File: config.mk
export PLATFORM = sky130hd
export DESIGN_NAME = frame_scheduler
export DESIGN_NICKNAME = d
export VERILOG_FILES = /design/src/rtl/frame_sched_pkg.sv /design/src/rtl/sync_2ff.sv /design/src/rtl/frame_scheduler.sv
export SDC_FILE = /design/constraint.sdc
export NUM_CORES = 1
export LEC_CHECK = 0
export ABC_AREA = 1
export BUFFER_PORTS_ARGS = -buffer_cell sky130_fd_sc_hd__clkbuf_2
export CAP_MARGIN = 20
export CORE_MARGIN = 1
export CORE_UTILIZATION = 40
export CTS_CLUSTER_DIAMETER = 80
export DETAILED_ROUTE_END_ITERATION = 10
export PLACE_DENSITY = 0.58
export REMOVE_ABC_BUFFERS = 1
export SYNTH_ARGS = -nofsm -noshare
export SYNTH_HDL_FRONTEND = slang
export SYNTH_HIERARCHICAL = 1
export SYNTH_SLANG_ARGS = --single-unit
File: constraint.sdc
create_clock -name clk_rgb -period 1.7 [get_ports clk_rgb]
set_input_delay 0.085 -clock clk_rgb [delete_from_list [all_inputs] [get_ports clk_rgb]]
set_output_delay 0.085 -clock clk_rgb [all_outputs]
set_load 0.1 [all_outputs]
File: src/rtl/frame_sched_pkg.sv
// Shared types and helpers for the frame scheduler.
// Holds the FSM state encoding and the width helper for the update timer.
package frame_sched_pkg;

  typedef enum logic [2:0] {
    IDLE   = 3'd0,
    REQ    = 3'd1,
    WAIT   = 3'd2,
    COMMIT = 3'd3,
    ABORT  = 3'd4
  } frame_sched_state_t;

  // Bits needed to count 0..cycles-1, never less than one bit.
  function automatic int timer_width(input int cycles);
    int w;
    w = $clog2(cycles);
    return (w < 1) ? 1 : w;
  endfunction

endpackage

File: src/rtl/sync_2ff.sv
// Two-flop synchronizer for quasi-static asynchronous inputs (switches, buttons).
// Each bit is synchronized independently; there is no cross-bit coherence.
module sync_2ff #(
  parameter int WIDTH = 1
) (
  input  logic             clk,
  input  logic             rst_n,
  input  logic [WIDTH-1:0] i_d,
  output logic [WIDTH-1:0] o_q
);

  logic [WIDTH-1:0] r_meta;
  logic [WIDTH-1:0] r_sync;

  // Two-stage capture into the local clock domain; synchronous active-low clear.
  always_ff @(posedge clk) begin
    if (!rst_n) begin
      r_meta <= '0;
      r_sync <= '0;
    end else begin
      r_meta <= i_d;
      r_sync <= r_meta;
    end
  end

  assign o_q = r_sync;

endmodule

File: src/rtl/frame_scheduler.sv
// Per-frame work sequencer: on each vertical-sync start it requests one game-state
// update, waits for completion, then commits the switch-selected video source so
// source changes only happen at frame boundaries. Flags overruns and hung updates.
// Optional feature macro: FRAME_SCHED_PAUSE_EN adds a synchronized pause input that
// turns a vs start in IDLE into a direct source commit without an update request.
module frame_scheduler
  import frame_sched_pkg::*;
#(
  parameter int   SEL_WIDTH       = 4,
  parameter int   FRAME_CNT_WIDTH = 16,
  parameter int   TIMEOUT_CYCLES  = 65536,
  parameter logic VS_ACTIVE       = 1'b1
) (
  input  logic                       clk_rgb,
  input  logic                       rst_n,
  input  logic                       vs,
  input  logic [SEL_WIDTH-1:0]       sel_in,
  input  logic                       update_done,
`ifdef FRAME_SCHED_PAUSE_EN
  input  logic                       pause,
`endif
  output logic                       update_req,
  output logic [SEL_WIDTH-1:0]       src_sel,
  output logic [FRAME_CNT_WIDTH-1:0] frame_cnt,
  output logic                       busy,
  output logic                       overrun,
  output logic                       timeout_err
);

  localparam int                       TW         = timer_width(TIMEOUT_CYCLES);
  localparam logic [TW-1:0]            TIMER_LAST = TW'(TIMEOUT_CYCLES - 1);
  localparam logic [TW-1:0]            TIMER_ONE  = TW'(1);
  localparam logic [FRAME_CNT_WIDTH-1:0] CNT_ONE  = FRAME_CNT_WIDTH'(1);

  frame_sched_state_t          r_state;
  logic                        r_vs_q;
  logic [SEL_WIDTH-1:0]        r_pend_sel;
  logic [TW-1:0]               r_timer;
  logic                        r_update_req;
  logic [SEL_WIDTH-1:0]        r_src_sel;
  logic [FRAME_CNT_WIDTH-1:0]  r_frame_cnt;
  logic                        r_overrun;
  logic                        r_timeout_err;

  logic [SEL_WIDTH-1:0]        w_sel_sync;
  logic                        w_vs_evt;
  logic                        w_pause_go;

  sync_2ff #(.WIDTH(SEL_WIDTH)) u_sel_sync (
    .clk   (clk_rgb),
    .rst_n (rst_n),
    .i_d   (sel_in),
    .o_q   (w_sel_sync)
  );

`ifdef FRAME_SCHED_PAUSE_EN
  logic w_pause_sync;

  sync_2ff #(.WIDTH(1)) u_pause_sync (
    .clk   (clk_rgb),
    .rst_n (rst_n),
    .i_d   (pause),
    .o_q   (w_pause_sync)
  );

  assign w_pause_go = w_pause_sync;
`else
  assign w_pause_go = 1'b0;
`endif

  // Start-of-vsync: active level now, inactive on the previous cycle.
  assign w_vs_evt = (vs == VS_ACTIVE) && (r_vs_q != VS_ACTIVE);

  // Scheduler FSM with registered outputs and sticky supervision flags.
  always_ff @(posedge clk_rgb) begin
    if (!rst_n) begin
      r_state       <= IDLE;
      r_vs_q        <= 1'b0;
      r_pend_sel    <= '0;
      r_timer       <= '0;
      r_update_req  <= 1'b0;
      r_src_sel     <= '0;
      r_frame_cnt   <= '0;
      r_overrun     <= 1'b0;
      r_timeout_err <= 1'b0;
    end else begin
      r_vs_q <= vs;

      // A frame start while still busy is dropped, not queued.
      if (w_vs_evt && (r_state != IDLE)) begin
        r_overrun <= 1'b1;
      end

      case (r_state)
        IDLE: begin
          if (w_vs_evt) begin
            if (w_pause_go) begin
              // Paused: take the new source at the boundary without touching game state.
              r_src_sel <= w_sel_sync;
            end else begin
              r_pend_sel <= w_sel_sync;
              r_state    <= REQ;
            end
          end
        end
        REQ: begin
          r_update_req <= 1'b1;
          r_timer      <= '0;
          r_state      <= WAIT;
        end
        WAIT: begin
          r_timer <= r_timer + TIMER_ONE;
          // Completion takes priority over a timeout expiring on the same cycle.
          if (update_done) begin
            r_update_req <= 1'b0;
            r_state      <= COMMIT;
          end else if (r_timer == TIMER_LAST) begin
            r_update_req <= 1'b0;
            r_state      <= ABORT;
          end
        end
        COMMIT: begin
          r_update_req <= 1'b0;
          r_src_sel    <= r_pend_sel;
          r_frame_cnt  <= r_frame_cnt + CNT_ONE;
          r_state      <= IDLE;
        end
        ABORT: begin
          r_update_req  <= 1'b0;
          r_timeout_err <= 1'b1;
          r_state       <= IDLE;
        end
        default: begin
          r_update_req <= 1'b0;
          r_state      <= IDLE;
        end
      endcase
    end
  end

  assign update_req  = r_update_req;
  assign src_sel     = r_src_sel;
  assign frame_cnt   = r_frame_cnt;
  assign busy        = (r_state != IDLE);
  assign overrun     = r_overrun;
  assign timeout_err = r_timeout_err;

endmodule

==> results of run 1 <==
-- power by group through the flow --
stage          Sequential [mW]  Combinational, mW  Clock (mW)
2_1_floorplan             1.54              0.256           0
3_3_place_gp              1.41              0.501           0
3_5_place_dp              1.42              0.504           0
4_1_cts                   1.39              0.513       0.791
5_1_grt                   1.39              0.561       0.845
6_report                  1.39              0.510       0.748
-- worst register-to-register path: cells and delay by family (launching register included) --
family | cells | cell delay [ps]
simple gates | 7 | 890
buf+inv | 1 | 100
flops | 1 | 420
-- flip-flops by register name (all words and copies together) (netlist names) --
signal             count
frame_cnt             16
u_sel_sync/o_q         4
overrun                1
r_pend_sel             4
r_vs_q                 1
src_sel                4
update_req             1
timeout_err            1
u_sel_sync/r_meta      4
r_timer               16
r_state                3
-- per-stage QoR --
step	power (mW)	std cells	setup TNS, ps
2_1_floorplan	1.80	323	-3010
3_3_place_gp	1.91	431	0
3_5_place_dp	1.92	431	0
4_1_cts	2.69	444	0
5_1_grt	2.80	444	0
6_report	2.64	444	0
-- timing repair --
| item | 4_1_cts | 5_1_grt |
|---|---|---|
| gates resized for setup | 0 | 0 |
| endpoints found under the hold margin | 5 | 0 |
| setup buffers | 0 | 0 |
| endpoints found under the setup margin | 0 | 0 |
| hold buffers | 5 | 0 |
-- path summary, 6_finish.rpt --
kind | from | endpoint | slack [ps] | cells past startpoint
max | r_state[1] | busy | 160 | 3
min | update_done | r_state[1] | 60 | 3
max reg2reg | r_state[0] | frame_cnt[13] | 220 | 8
min reg2reg | u_sel_sync/r_meta[0] | u_sel_sync/o_q[0] | 420 | 2
-- cells by family (layout without fill, tap and decap cells) --
family | after synthesis | after routing | share of synthesized area [%]
buffers and inverters | 48 | 89 | 8.20
and+or+nand+nor | 169 | 169 | 31.0
AOI/OAI and AO/OA | 54 | 54 | 12.5
xor gates and xnor gates | 3 | 3 | 1.10
adders and majority gates | 2 | 2 | 1.05
DFF | 55 | 55 | 46.2
-- routing by layer --
layer | vias to the layer above | wire, um | track usage, %
met3 | 4 | 209 | 4.37
met4 | 0 | 48 | 6.00
li1 | 1130 | - | -
met5 | - | 0 | 0
met1 | 907 | 2340 | 21.1
met2 | 42 | 2140 | 26.6
-- final cells by class --
| cell class | count | area [um^2] |
|---|---|---|
| inverter | 40 | 150 |
| multi-input combinational | 228 | 1080 |
| fill | 606 | 2850 |
| sequential | 55 | 1100 |
| tap | 72 | 90.1 |
| clock inverter | 3 | 23.8 |
| timing repair buffer | 41 | 243 |
| clock buffer | 5 | 68.8 |
-- placed cells by master, fill, tap and decap left out --
cell,count
o21bai_1,1
nor3_2,1
nor2_4,1
nand4_1,2
nand3_2,1
dfxtp_1,55
nand2_1,75
nor2_8,1
a22oi_1,2
o21ai_1,2
inv_2,2
nor3b_1,2
clkbuf_2,31
nor3_1,5
nand3_1,16
o21a_1,1
clkinvlp_4,1
clkinv_2,1
clkbuf_8,5
a21oi_1,21
nand2_2,3
a21boi_0,2
o21ai_2,1
xor2_1,2
ha_1,2
o21ai_0,20
nor2_1,54
a31oi_1,2
xnor2_1,1
inv_8,1
dlygate4sd3_1,5
nor4_1,1
buf_4,5
nor2_2,7
a211oi_1,2
inv_1,38
==> impl_metrics.tcl, run 1 <==
set metrics [dict create \
    antenna_left 0 \
    vias_per_cell 4.69 \
    tightest_slew_ps 598 \
    core_area_mm2 0.00561 \
    drt_wl_total_um 4740 \
    hp-class "in2reg" \
    max_stage_delay_ps 480 \
    die-width_um 79.2 \
    leakagePower_nw 1.17 \
    ys_seq_elements 55 \
    worstPathCellList "inv_1, nand2_1, clkbuf_2" \
    io_buffers 31 \
    grt_pass1_wl_um 8020 \
    yosysWarnings 6 \
    p_clk_share_pct 28.3 \
    initial_core_util_pct 42.5 \
    drv_slew 0 \
    p_int_mw 1.76 \
    vias 2083 \
    avgSynthCellArea_um2 7.19 \
    grt_usage_pct 16.5 \
    cp_max_fo 4 \
    period_share_pct 90.7 \
    ys_async_sr_fraction_pct 0 \
    ys_top_cells_by_area "dfxtp_1 (46%), nand2_1 (12%), nor2_1 (8.5%)" \
    path_buf_inv 2 \
    cp_slowest_cell "clkbuf_2" \
    end_kind "primary output" \
    grt_start_max_net_pins 21 \
    finalCriticalPeriod_ps 1540 \
    synth_common_cells "nand2_1 (75), dfxtp_1 (55), nor2_1 (54), inv_1 (38), a21oi_1 (21)" \
    syn-cell-area_mm2 0.00238 \
    cts_max_path_buffers 2 \
    nNetsFinal 381 \
    dpl-instance-area_mm2 0.00262 \
    powerDensity_mw_per_mm2 957 \
    final_area_mm2 0.00276 \
    cp.arrival_ps 1460 \
    drive_above_1_share_pct 16.4 \
    gp_congestion 0.798 \
    max_freq_mhz 648 \
    dp_slack_ps 217 \
    num_antenna_cells 0 \
    drcViolationCount 0 \
    die_area_mm2 0.00626 \
    yosys.cell_count.top_type "nand2_1" \
    clock-sinks 55 \
    drv_cap 0 \
    peakVddDrop_uv 785 \
    drtIter0Drc 69 \
    relSlewSlack_pct 60.1 \
    outcome "finished, final reports clean" \
    antenna_found_initial 0 \
    cts-root-buf "clkbuf_8" \
    crit_path_start_kind "register" \
    p_comb_share_pct 19.3 \
    routedWlPerCell_um 10.7 \
    yosysUniqueCellTypes 34 \
    overflow 0 \
    dp_hpwl_um 3450 \
    synth-edff-count 0 \
    clk_pin_slew_ps 100 \
    grt_pass1_vias 1805 \
    synth_top_cell_by_area "dfxtp_1" \
    synth.top_cell.area_share_pct 46.2 \
    cp.required_ps 1620 \
    switching_power_uw 887 \
    syn_to_final_growth_pct 16.0 \
    rows 27 \
    io_pins 32 \
    synthFlopType "dfxtp_1" \
    cts_max_level 2 \
    dieHeight_um 79.2 \
    finalHoldViolCount 0 \
    fin_skew_ps 5.80 \
    drt-pass1-iter-count 4 \
    swShare_pct 33.5 \
    clock_latency_ps 310 \
    cts_tree "built" \
    whs_ps 55.1 \
    crit_family "buffers and inverters" \
    setup_viol 0 \
    synthCells 331 \
    layout_setup_ws_ps 158 \
    cts_buffers 5 \
    critPathKind "reg2out" \
    final_util_pct 49.2 \
    yosysSeqAreaShare_pct 46.2 \
    rsz0062_at_grt "false" \
    seq_power_share_pct 52.4 \
]
No activity file was read; power rests on OpenSTA's default activity.
==> run 2: changes to the inputs <==
clock period = 1.8 ns   (was 1.7 ns; I/O delays follow)
==> impl_metrics.tcl, run 2 (same netlist as run 1, synthesis figures left out) <==
set metrics [dict create \
    clock-sinks 55 \
    vias_per_cell 4.71 \
    dp_hpwl_um 3280 \
    cts_max_level 2 \
    die_area_mm2 0.00626 \
    layout_commonest_cell "nand2_1" \
    tightest_slew_ps 564 \
    antenna_left 0 \
    drt-pass1-iter-count 4 \
    critPathKind "reg2reg" \
    die-width_um 79.2 \
    syn_to_final_growth_pct 14.6 \
    dieHeight_um 79.2 \
    rows 27 \
    fin_setup_tns_ps 0 \
    whs_ps 91.6 \
    drv_cap 0 \
    cts_buffers 5 \
    finalHoldViolCount 0 \
    final_util_pct 48.7 \
    core_area_mm2 0.00561 \
    drv_slew 0 \
    cp.required_ps 2040 \
    finalCriticalPeriod_ps 1520 \
    clock_latency_ps 300 \
    drt_wl_total_um 4640 \
    antenna_found_initial 0 \
    setup_viol 0 \
    r2r_slack_ps 280 \
    hp-class "in2reg" \
    io_pins 32 \
    cts_max_path_buffers 2 \
    cp.arrival_ps 1760 \
    vias 2074 \
    period_share_pct 84.2 \
    io_buffers 31 \
    final_cell_mix "nand2_1 (75), dfxtp_1 (55), nor2_1 (54)" \
    relSlewSlack_pct 62.4 \
    cts_tree "built" \
    outcome "finished, final reports clean" \
    grt_usage_pct 16.0 \
    peakVddDrop_uv 602 \
    rsz0062_at_grt "false" \
    fillers 592 \
    drtIter0Drc 82 \
    fin_skew_ps 8.42 \
    routedWlPerCell_um 10.5 \
    num_antenna_cells 0 \
    powerDensity_mw_per_mm2 894 \
    clk_pin_slew_ps 100 \
    crit_path_start_kind "register" \
    initial_core_util_pct 42.5 \
    nNetsFinal 378 \
    gp_congestion 0.830 \
    grt_pass1_wl_um 8030 \
    grt_pass1_vias 1842 \
    cp_max_fo 11 \
    grt_start_max_net_pins 40 \
    leakagePower_nw 1.16 \
    end_kind "register" \
    max_freq_mhz 660 \
    drive_above_1_share_pct 15.5 \
    overflow 0 \
    cts-root-buf "clkbuf_8" \
    drcViolationCount 0 \
]
[run 2: cell count changes in the layout (fill, tap and decap cells not counted), sizes merged]
cell,previous run,this run
clkinvlp,1,0
inv,41,40
buf,5,2
clkinv,1,2
[run 2: metal layers]
metal / GRT usage, % / vias to the layer above / wire length, um
met3: 3.10 / 4 / 141
li1: - / 1124 / -
met4: 5.45 / 0 / 47
met2: 25.9 / 33 / 2030
met1: 21.3 / 913 / 2420
met5: 0 / - / 0
[run 2: report_power, final]
part           internal, mW  total [mW]  switching [mW]  leakage [nW]
clock network         0.267       0.652           0.385        0.0440
logic                 0.103       0.480           0.377         0.667
registers              1.27        1.31          0.0349         0.447
[run 2: per-stage QoR]
stage	worst slack, ps	cell area (um^2)	cells	total power, mW
CTS	258	2730	440	2.48
floorplan	-315	2340	323	1.70
global route	106	2730	440	2.57
finish	284	2730	440	2.44
detailed placement	284	2600	428	1.81
global placement	330	2600	428	1.81
[run 2: repair_timing]
action | in CTS | in global routing
hold buffers | 5 | 0
gates resized for setup | 0 | 0
setup buffers | 0 | 0
hold endpoints to repair | 5 | 0
[run 2: worst max-delay path, cell delays in order (launching register included)]
cell and delay [ps]:
dfxtp_1 400, nand3_2 280, nor2_2 240, inv_1 90, nor2_4 140, nand3_1 100
nand2_1 70, nand2_1 40, nor2_1 90
[run 2: layout make-up]
cell class	count	area, um^2	share of cell area [%]
Timing Repair Buffer	38	220	8.07
Clock buffer	5	68.8	2.52
Multi-Input combinational cell	228	1080	39.8
Sequential cell	55	1100	40.3
Inverter	40	150	5.50
Tap cell	72	90.1	3.30
Clock inverter	2	13.8	0.504
[run 2: path summary, 6_finish.rpt]
check | startpoint | endpoint | cells after the start
min reg2reg | u_sel_sync/r_meta[1] | u_sel_sync/o_q[1] | 2
max | r_state[0] | frame_cnt[13] | 8
max reg2reg | r_state[0] | frame_cnt[13] | 8
min | update_done | r_state[2] | 4
==> run 3: changes to the inputs <==
clock period = 1.4 ns   (was 1.8 ns; I/O delays follow)
==> impl_metrics.tcl, run 3 (same netlist as run 1, synthesis figures left out) <==
set metrics [dict create \
    outcome "finished, final reports clean" \
    period_share_pct 96.9 \
    critPathKind "reg2reg" \
    drt-pass1-iter-count 4 \
    cp_max_fo 3 \
    drv_cap 0 \
    register_area_mm2 0.00111 \
    whs_endpoint "r_state[1]" \
    syn_to_final_growth_pct 29.8 \
    cts_tree "built" \
    dp_hpwl_um 3550 \
    multi_input_comb_area_mm2 0.00121 \
    powerDensity_mw_per_mm2 1100 \
    max_freq_mhz 737 \
    dieHeight_um 79.2 \
    max_stage_delay_ps 360 \
    dpl-instance-area_mm2 0.00273 \
    io_pins 32 \
    die-width_um 79.2 \
    dp_slack_ps 32.9 \
    vias 2198 \
    fin_skew_ps 10.1 \
    drtIter0Drc 41 \
    initial_core_util_pct 42.5 \
    fin_setup_tns_ps 0 \
    worst_path_most_repeated_cell "nand2_2" \
    cts_buffers 5 \
    cts_max_level 2 \
    hp-class "in2reg" \
    clock_latency_ps 310 \
    cp.arrival_ps 1530 \
    p_int_mw 2.31 \
    clk_pin_slew_ps 100 \
    min_from "update_done" \
    cp_slowest_cell "dfxtp_2" \
    vias_per_cell 4.73 \
    clock-sinks 55 \
    seq_power_share_pct 49.7 \
    r2r_slack_ps 40 \
    path_buf_inv 1 \
    overflow 0 \
    layout_commonest_cell "nand2_1" \
    whs_ps 52.0 \
    crit_path_start_kind "register" \
    cp.required_ps 1570 \
    grt_start_max_net_pins 25 \
    cts-root-buf "clkbuf_8" \
    die_area_mm2 0.00626 \
    final_cell_mix "nand2_1 (70), nor2_1 (51), dfxtp_1 (44)" \
    rr_startpoint "r_timer[0]" \
    switching_power_mw 1.09 \
    finalCriticalPeriod_ps 1360 \
    grt_usage_pct 17.3 \
    core_area_mm2 0.00561 \
    grt_pass1_vias 1969 \
    reg2reg_to "update_req" \
    worstPathCellList "ha_4, nand2_4, nor2_4, nand2_2, o21ai_2, buf_4, nand2_2, nand2_1, a21oi_1" \
    final_util_pct 55.1 \
    setup_viol 0 \
    swShare_pct 31.9 \
    layout_setup_ws_ps 43.1 \
    drt_wl_total_um 5160 \
    power_mw 3.40 \
    hold_path_depth 3 \
    finalHoldViolCount 0 \
    final_area_mm2 0.00309 \
    rows 27 \
    drive_above_1_share_pct 27.5 \
    routedWlPerCell_um 11.1 \
    cts_max_path_buffers 2 \
    gp_congestion 0.824 \
    drcViolationCount 0 \
    dp.cells 444 \
    relSlewSlack_pct 61.8 \
    leakagePower_nw 1.34 \
    stdcell_count 465 \
    fillers 583 \
    num_antenna_cells 0 \
    grt_pass1_wl_um 8600 \
    p_comb_share_pct 21.9 \
    rr_worst_depth 9 \
    io_buffers 31 \
    antenna_found_initial 0 \
    drv_slew 0 \
    antenna_left 0 \
    nNetsFinal 402 \
    peakVddDrop_uv 801 \
    end_kind "register" \
    p_clk_share_pct 28.5 \
    crit_family "flip-flops" \
    rsz0062_at_grt "true" \
    tightest_slew_ps 572 \
]
==> run 3: changes by cell type in the layout (fill, tap and decap cells not counted), sizes merged <==
cell / delta
clkinvlp: +1
buf: +25
clkbuf: +1
clkinv: -2
==> run 3: power groups by stage <==
stage	Sequential [mW]	Clock [mW]	Combinational (mW)
after floorplan	1.87	0	0.311
after global placement	1.71	0	0.692
after detailed placement	1.71	0	0.694
after CTS	1.68	0.998	0.708
after global routing	1.70	1.05	0.807
final	1.69	0.967	0.743
==> run 3: how the worst max path moves through the flow <==
stage / end / cells after the start / slack (ps) / start
2_1_floorplan: frame_cnt[10] / 7 / -720 / frame_cnt[0]
3_3_place_gp: r_timer[13] / 8 / 60 / r_state[2]
3_5_place_dp: r_timer[13] / 8 / 30 / r_state[2]
4_1_cts: r_state[2] / 7 / 4 / r_timer[0]
5_1_grt: r_state[2] / 7 / -40 / r_timer[0]
6_report: update_req / 9 / 40 / r_timer[0]
==> run 3: cell type report <==
cell class	instances	share of cell area, %
clock inverters	1	0.243
multi-input cells	228	39.1
repair buffers	62	13.7
well taps	72	2.91
clock buffers	7	3.12
flip-flops and latches	55	36.1
inverters	40	4.86
==> run 3: layer usage <==
metal | part of all wire [%] | up-vias | global-route usage, %
li1 | - | 1176 | -
met5 | 0 | - | 0
met1 | 49 | 980 | 22.4
met2 | 47 | 35 | 28.0
met4 | 1.5 | 0 | 6.55
met3 | 2.9 | 7 | 3.68
==> run 3: what timing repair did <==
| item | 4_1_cts | 5_1_grt |
|---|---|---|
| hold endpoints to repair | 5 | 0 |
| buffers inserted | 0 | 8 |
| hold buffers | 5 | 0 |
| gates resized for setup | 0 | 42 |
| setup endpoints to repair | 0 | 21 |
==> run 3: worst reg2reg max path, cell delays in order (launching register included) <==
cell     delay (ps)
dfxtp_2         360
ha_4            150
nand2_4          70
nor2_4          110
nand2_2          80
o21ai_2         170
buf_4           140
nand2_2          30
nand2_1          50
a21oi_1          50
